## src/rtl/bcd_updown_counter.sv

```systemverilog
// ---------------------------------------------------------------------------
// bcd_updown_counter
//
// Multi-digit BCD up/down counter for the 7-segment clock datapath. It keeps
// the count as packed BCD digits for the segment decoders and as a binary
// mirror for comparators and alarms. The two forms update on the same edge
// and always hold the same value.
//
// carry_o and borrow_o are combinational, so stages can be chained
// (seconds -> minutes -> hours) and still advance within a single cycle.
//
// Optional feature, selected by the macro BCD_COUNTER_SATURATE_EN:
//   defined   : an increment at MAX_COUNT holds at MAX_COUNT, and a decrement
//               at 0 holds at 0. carry_o/borrow_o still flag the limit hit.
//   undefined : the count wraps MAX_COUNT -> 0 and 0 -> MAX_COUNT.
//
// Parameters:
//   NUM_DIGITS   number of BCD digits (1..6)
//   MAX_COUNT    terminal decimal value (1 .. 10^NUM_DIGITS-1)
//   RESET_VALUE  value loaded by rst_ni and clear_i (0 .. MAX_COUNT)
//
// Ports:
//   clk_i          clock
//   rst_ni         asynchronous active-low reset
//   clear_i        synchronous return to RESET_VALUE (highest priority)
//   load_i         synchronous load of load_digits_i
//   load_digits_i  packed BCD load value; the ones digit is in bits [3:0]
//   inc_i, dec_i   count up / down by one (both high = hold)
//   digits_o       current count, packed BCD
//   count_o        current count, binary
//   carry_o        this cycle's increment is at MAX_COUNT
//   borrow_o       this cycle's decrement is at 0
//   load_err_o     one-cycle pulse after a rejected load
// ---------------------------------------------------------------------------
module bcd_updown_counter #(
  parameter int NUM_DIGITS  = 2,
  parameter int MAX_COUNT   = 99,
  parameter int RESET_VALUE = 0,
  localparam int BIN_W      = $clog2(MAX_COUNT + 1)
) (
  input  logic                    clk_i,
  input  logic                    rst_ni,
  input  logic                    clear_i,
  input  logic                    load_i,
  input  logic [4*NUM_DIGITS-1:0] load_digits_i,
  input  logic                    inc_i,
  input  logic                    dec_i,
  output logic [4*NUM_DIGITS-1:0] digits_o,
  output logic [BIN_W-1:0]        count_o,
  output logic                    carry_o,
  output logic                    borrow_o,
  output logic                    load_err_o
);

  localparam int DW = 4 * NUM_DIGITS;

  // Elaboration-time decimal -> packed BCD conversion for the constants.
  function automatic logic [DW-1:0] to_bcd(input int value);
    logic [DW-1:0] res;
    int            v;
    res = '0;
    v   = value;
    for (int i = 0; i < NUM_DIGITS; i++) begin
      res[4*i +: 4] = 4'(v % 10);
      v             = v / 10;
    end
    return res;
  endfunction

  localparam logic [DW-1:0]    MAX_BCD   = to_bcd(MAX_COUNT);
  localparam logic [DW-1:0]    RESET_BCD = to_bcd(RESET_VALUE);
  localparam logic [BIN_W-1:0] MAX_BIN   = BIN_W'(MAX_COUNT);
  localparam logic [BIN_W-1:0] RESET_BIN = BIN_W'(RESET_VALUE);
  localparam logic [BIN_W-1:0] ONE_BIN   = BIN_W'(1);

  logic [DW-1:0]    digits_q, digits_d;
  logic [BIN_W-1:0] count_q, count_d;
  logic             load_err_q, load_err_d;

  logic             at_max, at_zero;
  logic             do_inc, do_dec;
  logic [DW-1:0]    inc_digits, dec_digits;
  logic [31:0]      load_val;
  logic             load_digits_ok;
  logic             load_ok;

  // The binary mirror is narrower than the digits, so the boundary tests use it.
  assign at_max  = (count_q == MAX_BIN);
  assign at_zero = (count_q == '0);

  // An increment or decrement only happens when neither clear nor load wins
  // and exactly one direction is requested.
  assign do_inc = inc_i & ~dec_i & ~clear_i & ~load_i;
  assign do_dec = dec_i & ~inc_i & ~clear_i & ~load_i;

  assign carry_o  = do_inc & at_max;
  assign borrow_o = do_dec & at_zero;

  // Ripple BCD increment/decrement of the current digits. The wrap and
  // saturate cases at MAX_COUNT/0 are handled in the next-state logic, so
  // these only ever see values strictly inside the legal range.
  always_comb begin
    logic c;
    logic b;
    logic [3:0] d;
    // NOTE: combinational blocks use blocking '=' and give every output a
    // default first; a path that skips an assignment would infer a latch.
    inc_digits = digits_q;
    dec_digits = digits_q;
    c          = 1'b1;
    b          = 1'b1;
    for (int i = 0; i < NUM_DIGITS; i++) begin
      d = digits_q[4*i +: 4];
      if (c) begin
        if (d == 4'd9) begin
          inc_digits[4*i +: 4] = 4'd0;
        end else begin
          inc_digits[4*i +: 4] = d + 4'd1;
          c                    = 1'b0;
        end
      end
      if (b) begin
        if (d == 4'd0) begin
          dec_digits[4*i +: 4] = 4'd9;
        end else begin
          dec_digits[4*i +: 4] = d - 4'd1;
          b                    = 1'b0;
        end
      end
    end
  end

  // Load validation: every digit must be a decimal digit and the decoded
  // value must not exceed MAX_COUNT. A 32-bit accumulator covers 6 digits.
  always_comb begin
    load_val       = '0;
    load_digits_ok = 1'b1;
    for (int i = NUM_DIGITS - 1; i >= 0; i--) begin
      if (load_digits_i[4*i +: 4] > 4'd9) load_digits_ok = 1'b0;
      load_val = load_val * 32'd10 + {28'd0, load_digits_i[4*i +: 4]};
    end
    load_ok = load_digits_ok && (load_val <= 32'(MAX_COUNT));
  end

  // Next-state selection: clear > load > single-direction count.
  always_comb begin
    digits_d   = digits_q;
    count_d    = count_q;
    load_err_d = 1'b0;
    if (clear_i) begin
      digits_d = RESET_BCD;
      count_d  = RESET_BIN;
    end else if (load_i) begin
      if (load_ok) begin
        digits_d = load_digits_i;
        count_d  = load_val[BIN_W-1:0];
      end else begin
        load_err_d = 1'b1;
      end
    end else if (do_inc) begin
      if (at_max) begin
`ifdef BCD_COUNTER_SATURATE_EN
        digits_d = MAX_BCD;
        count_d  = MAX_BIN;
`else
        digits_d = '0;
        count_d  = '0;
`endif
      end else begin
        digits_d = inc_digits;
        count_d  = count_q + ONE_BIN;
      end
    end else if (do_dec) begin
      if (at_zero) begin
`ifdef BCD_COUNTER_SATURATE_EN
        digits_d = '0;
        count_d  = '0;
`else
        digits_d = MAX_BCD;
        count_d  = MAX_BIN;
`endif
      end else begin
        digits_d = dec_digits;
        count_d  = count_q - ONE_BIN;
      end
    end
  end

  // NOTE: every state flop is reset asynchronously so that an asserted rst_ni
  // drops any in-flight count at once; sequential state uses '<=' only.
  always_ff @(posedge clk_i or negedge rst_ni) begin
    if (!rst_ni) begin
      digits_q   <= RESET_BCD;
      count_q    <= RESET_BIN;
      load_err_q <= 1'b0;
    end else begin
      digits_q   <= digits_d;
      count_q    <= count_d;
      load_err_q <= load_err_d;
    end
  end

  assign digits_o   = digits_q;
  assign count_o    = count_q;
  assign load_err_o = load_err_q;

endmodule

```

## config.mk

```make
export PLATFORM = sky130hd
export DESIGN_NAME = bcd_updown_counter
export DESIGN_NICKNAME = d
export VERILOG_FILES = /design/src/rtl/bcd_updown_counter.sv
export SDC_FILE = /design/constraint.sdc
export NUM_CORES = 1
export LEC_CHECK = 0
export BUFFER_PORTS_ARGS = -buffer_cell sky130_fd_sc_hd__buf_2
export CAP_MARGIN = 5
export CORE_ASPECT_RATIO = 1.25
export CORE_MARGIN = 2
export CORE_UTILIZATION = 60
export CTS_CLUSTER_DIAMETER = 40
export DETAILED_ROUTE_END_ITERATION = 8
export PLACE_DENSITY = 0.92
export RECOVER_POWER = 25
export SYNTH_ARGS = -nofsm -noshare
export SYNTH_HDL_FRONTEND = slang
export SYNTH_SLANG_ARGS = --single-unit
```

## constraint.sdc

```tcl
create_clock -name clk_i -period 4.5 [get_ports clk_i]
set_input_delay 0.9 -clock clk_i [delete_from_list [all_inputs] [get_ports clk_i]]
set_output_delay 0.9 -clock clk_i [all_outputs]
set_load 0.01 [all_outputs]
```

==> flow_summary.ini <==
[sta]
hold_viol = 0
slew_violations = 0
maxSlewHeadroom_pct = 38.1
min_period_ns = 3.68
setup_viol = 0
timing.fmax_mhz = 272
rsz0062_at_grt = false
period_share_pct = 81.7
holdWs_ns = 0.624
finClkSkew_ns = 0.00156
final.setup.tns_ns = 0
setup_slack_ns = 0.822
worst_pin_slew_ns = 0.921

[placed_design]
hpwl_um = 3850
place.port_buffers = 31
post-place-cells = 287
dp_slack_ns = 0.516
gp_congestion = 0.979

[global_routing]
grt_util_met3_pct = 3.81
grt_pass1_wl_um = 8470
grt_pass1_vias = 1924
overflow = 0
grt_use_total_pct = 31.5
grt_antenna_before_repair = 0
met2_usage_pct = 51.5
grt_max_degree = 17
busiest_layer = met2
grt_use_met1_pct = 39.3

[clock_tree]
clock_sinks = 16
numCtsBuffers = 3
cts_setup_buffers = 0
clkLatencyLatePin_ns = 0.29
ctsHoldBuffers = 0
cts_tree = done
htreeDepth = 1
cts.path.max_buffers = 2
cts_resized = 0
cts_root_buf = clkbuf_4
path_clk_slew_ns = 0.09

[worst_setup_path]
startpoint = load_digits_i[5]
critPathMaxFanout = 11
required_ns = 4.68
cp_common_cell = ha_1
path_class = input port to flip-flop
endpoint_kind = flip-flop
crit_slowest_cell = fa_1
critPathBufInv = 1
reg2reg_slack_ns = 1.94
start_kind = input port
crit_chain = buf_2, ha_1, ha_1, fa_1, nand2_1, nor4_1, a311oi_2, o32ai_2, or2_1, mux2_2
critPathArrivalTime_ns = 3.86
slowest_delay_ns = 0.60
regToRegStartpoint = count_o[0]
path_delay_family = adder cells

[die]
rows = 22
die_x_um = 54.0
coreArea_um2 = 2970
io_pins = 32
die_h_um = 66.5
start_util_pct = 63.0
dieArea_um2 = 3590

[layout]
fin_cells = 290
layout.nets = 287
drive_gt1_share_pct = 20.5
mostFrequentLayoutCells = 30 x buf_2, 22 x o21ai_0, 17 x nor2_1, 16 x dfrtp_1
final_common_cell = buf_2
area_delta_synth_final_pct = 10.3
num-fill-cells = 263
diodes = 0

[logic_synthesis]
synth.area.top_cells = dfrtp_1 21%, ha_1 10%, o21ai_0 5.9%
ys_warn_count = 0
yosysSeqAreaShare_pct = 21.4
synth_top_area_share_pct = 21.4
yosysTopAreaCell = dfrtp_1
ys_ff_latch = 16
synth_nets = 259
ys.flop_type = dfrtp_1
async_reset_ff_share_pct = 100
ys_types = 54
synth_edf_count = 0
synth.cell_area_um2 = 1870
avgSynthCellArea_um2 = 8.22
synth_cells = 228

[detailed_routing]
routed_wl_um = 5070
wl_per_cell_um = 17.5
first_iter_violations = 139
via_per_inst = 6.79
ant_nets = 0
drc = 0
drtPass1Iterations = 5
num_vias = 1969

[power_and_ir_drop]
p_leak_uw = 0.000931
peakVddDrop_mv = 0.261
power_per_cell_area_nw_per_um2 = 365

[hold_path]
hold_path.class = flip-flop to flip-flop
hp-start = digits_o[5]

[status]
status = finished, final reports clean

[run]
cap_viol_max_count = 0
-- synthesized netlist by cell type, types with 2 or more instances --
library cell  number
o21ai_0           22
o31ai_1            6
fa_1               2
o32ai_1            3
o21bai_1           3
a21oi_1            9
nor3_1             8
xnor2_1            5
nor3b_1            2
mux2_4             3
nand3_1            4
nor2_1            17
mux2_2             4
xor2_1             4
mux2i_1            3
a31oi_1            3
o21a_1             2
a32oi_1            4
or2_2              2
inv_1             14
and3_1             3
o22ai_1            5
nand2_1           15
o311ai_0           2
nor2b_1            5
or3_1              4
o211ai_1           2
clkbuf_1           9
nor4_1             2
nand2b_1           5
ha_1              15
dfrtp_1           16
a211oi_2           2
a22oi_1            2
or2_1              2
-- state kept, by name, indices dropped and copies added (netlist names) --
register,cells
digits_o,8
count_o,7
load_err_o,1
-- final timing paths --
check,cells past startpoint,to
hold reg to reg,1,digits_o[5]
hold / removal,1,digits_o[5]
setup / recovery,10,digits_o[2]
max in group asynchronous,1,digits_o[7]
min in group asynchronous,1,load_err_o
setup reg to reg,9,digits_o[7]
-- layer usage --
layer,up-vias,share of wire [%],wire length (um)
li1,913,-,-
met1,898,39,1970
met2,136,49,2460
met3,22,9.1,462
met4,0,3.4,174
met5,-,0,0
-- where the power goes --
group / switching [uW] / internal (uW)
Sequential: 65.7 / 178
Clock: 45.6 / 31.1
Combinational: 242 / 192
-- kinds of logic (layout without fill, tap and decap cells) --
logic type               Yosys count  in the layout  synth area share [%]
AO/OA/AOI/OAI                     76             76                  28.6
XOR/XNOR                           9              9                  4.21
adder cells (fa/ha/maj)           17             17                  12.1
buffers and inverters             25             51                  5.47
flip-flops                        16             16                  21.4
multiplexers                      10             10                  6.41
AND/OR/NAND/NOR                   75             75                  21.8
-- worst reg2reg max path, cell delays in order (launching register included) --
cell	delay (ns)
dfrtp_1	0.46
inv_1	0.09
ha_1	0.17
nand2b_1	0.18
nor4_2	0.25
buf_4	0.23
or3_1	0.13
o21ai_0	0.09
a211oi_2	0.46
mux2_2	0.39
-- per-stage QoR --
step | total power (uW) | instance area (um2) | util, %
final | 755 | 2070 | 69.6
after CTS | 750 | 2070 | 69.6
after global routing | 820 | 2070 | 69.6
after floorplan | 548 | 1870 | -
after detailed placement | 671 | 2050 | 68.9
after global placement | 655 | 2050 | 68.9
-- layout make-up --
cell class | count | area [um2] | share of cell area (%)
multi-input cells | 187 | 1370 | 66.3
flip-flops and latches | 16 | 400 | 19.4
repair buffers | 34 | 176 | 8.53
inverters | 14 | 52.6 | 2.54
well taps | 36 | 45.0 | 2.18
clock buffers | 3 | 22.5 | 1.09
Power figures use the tool's default switching activity.
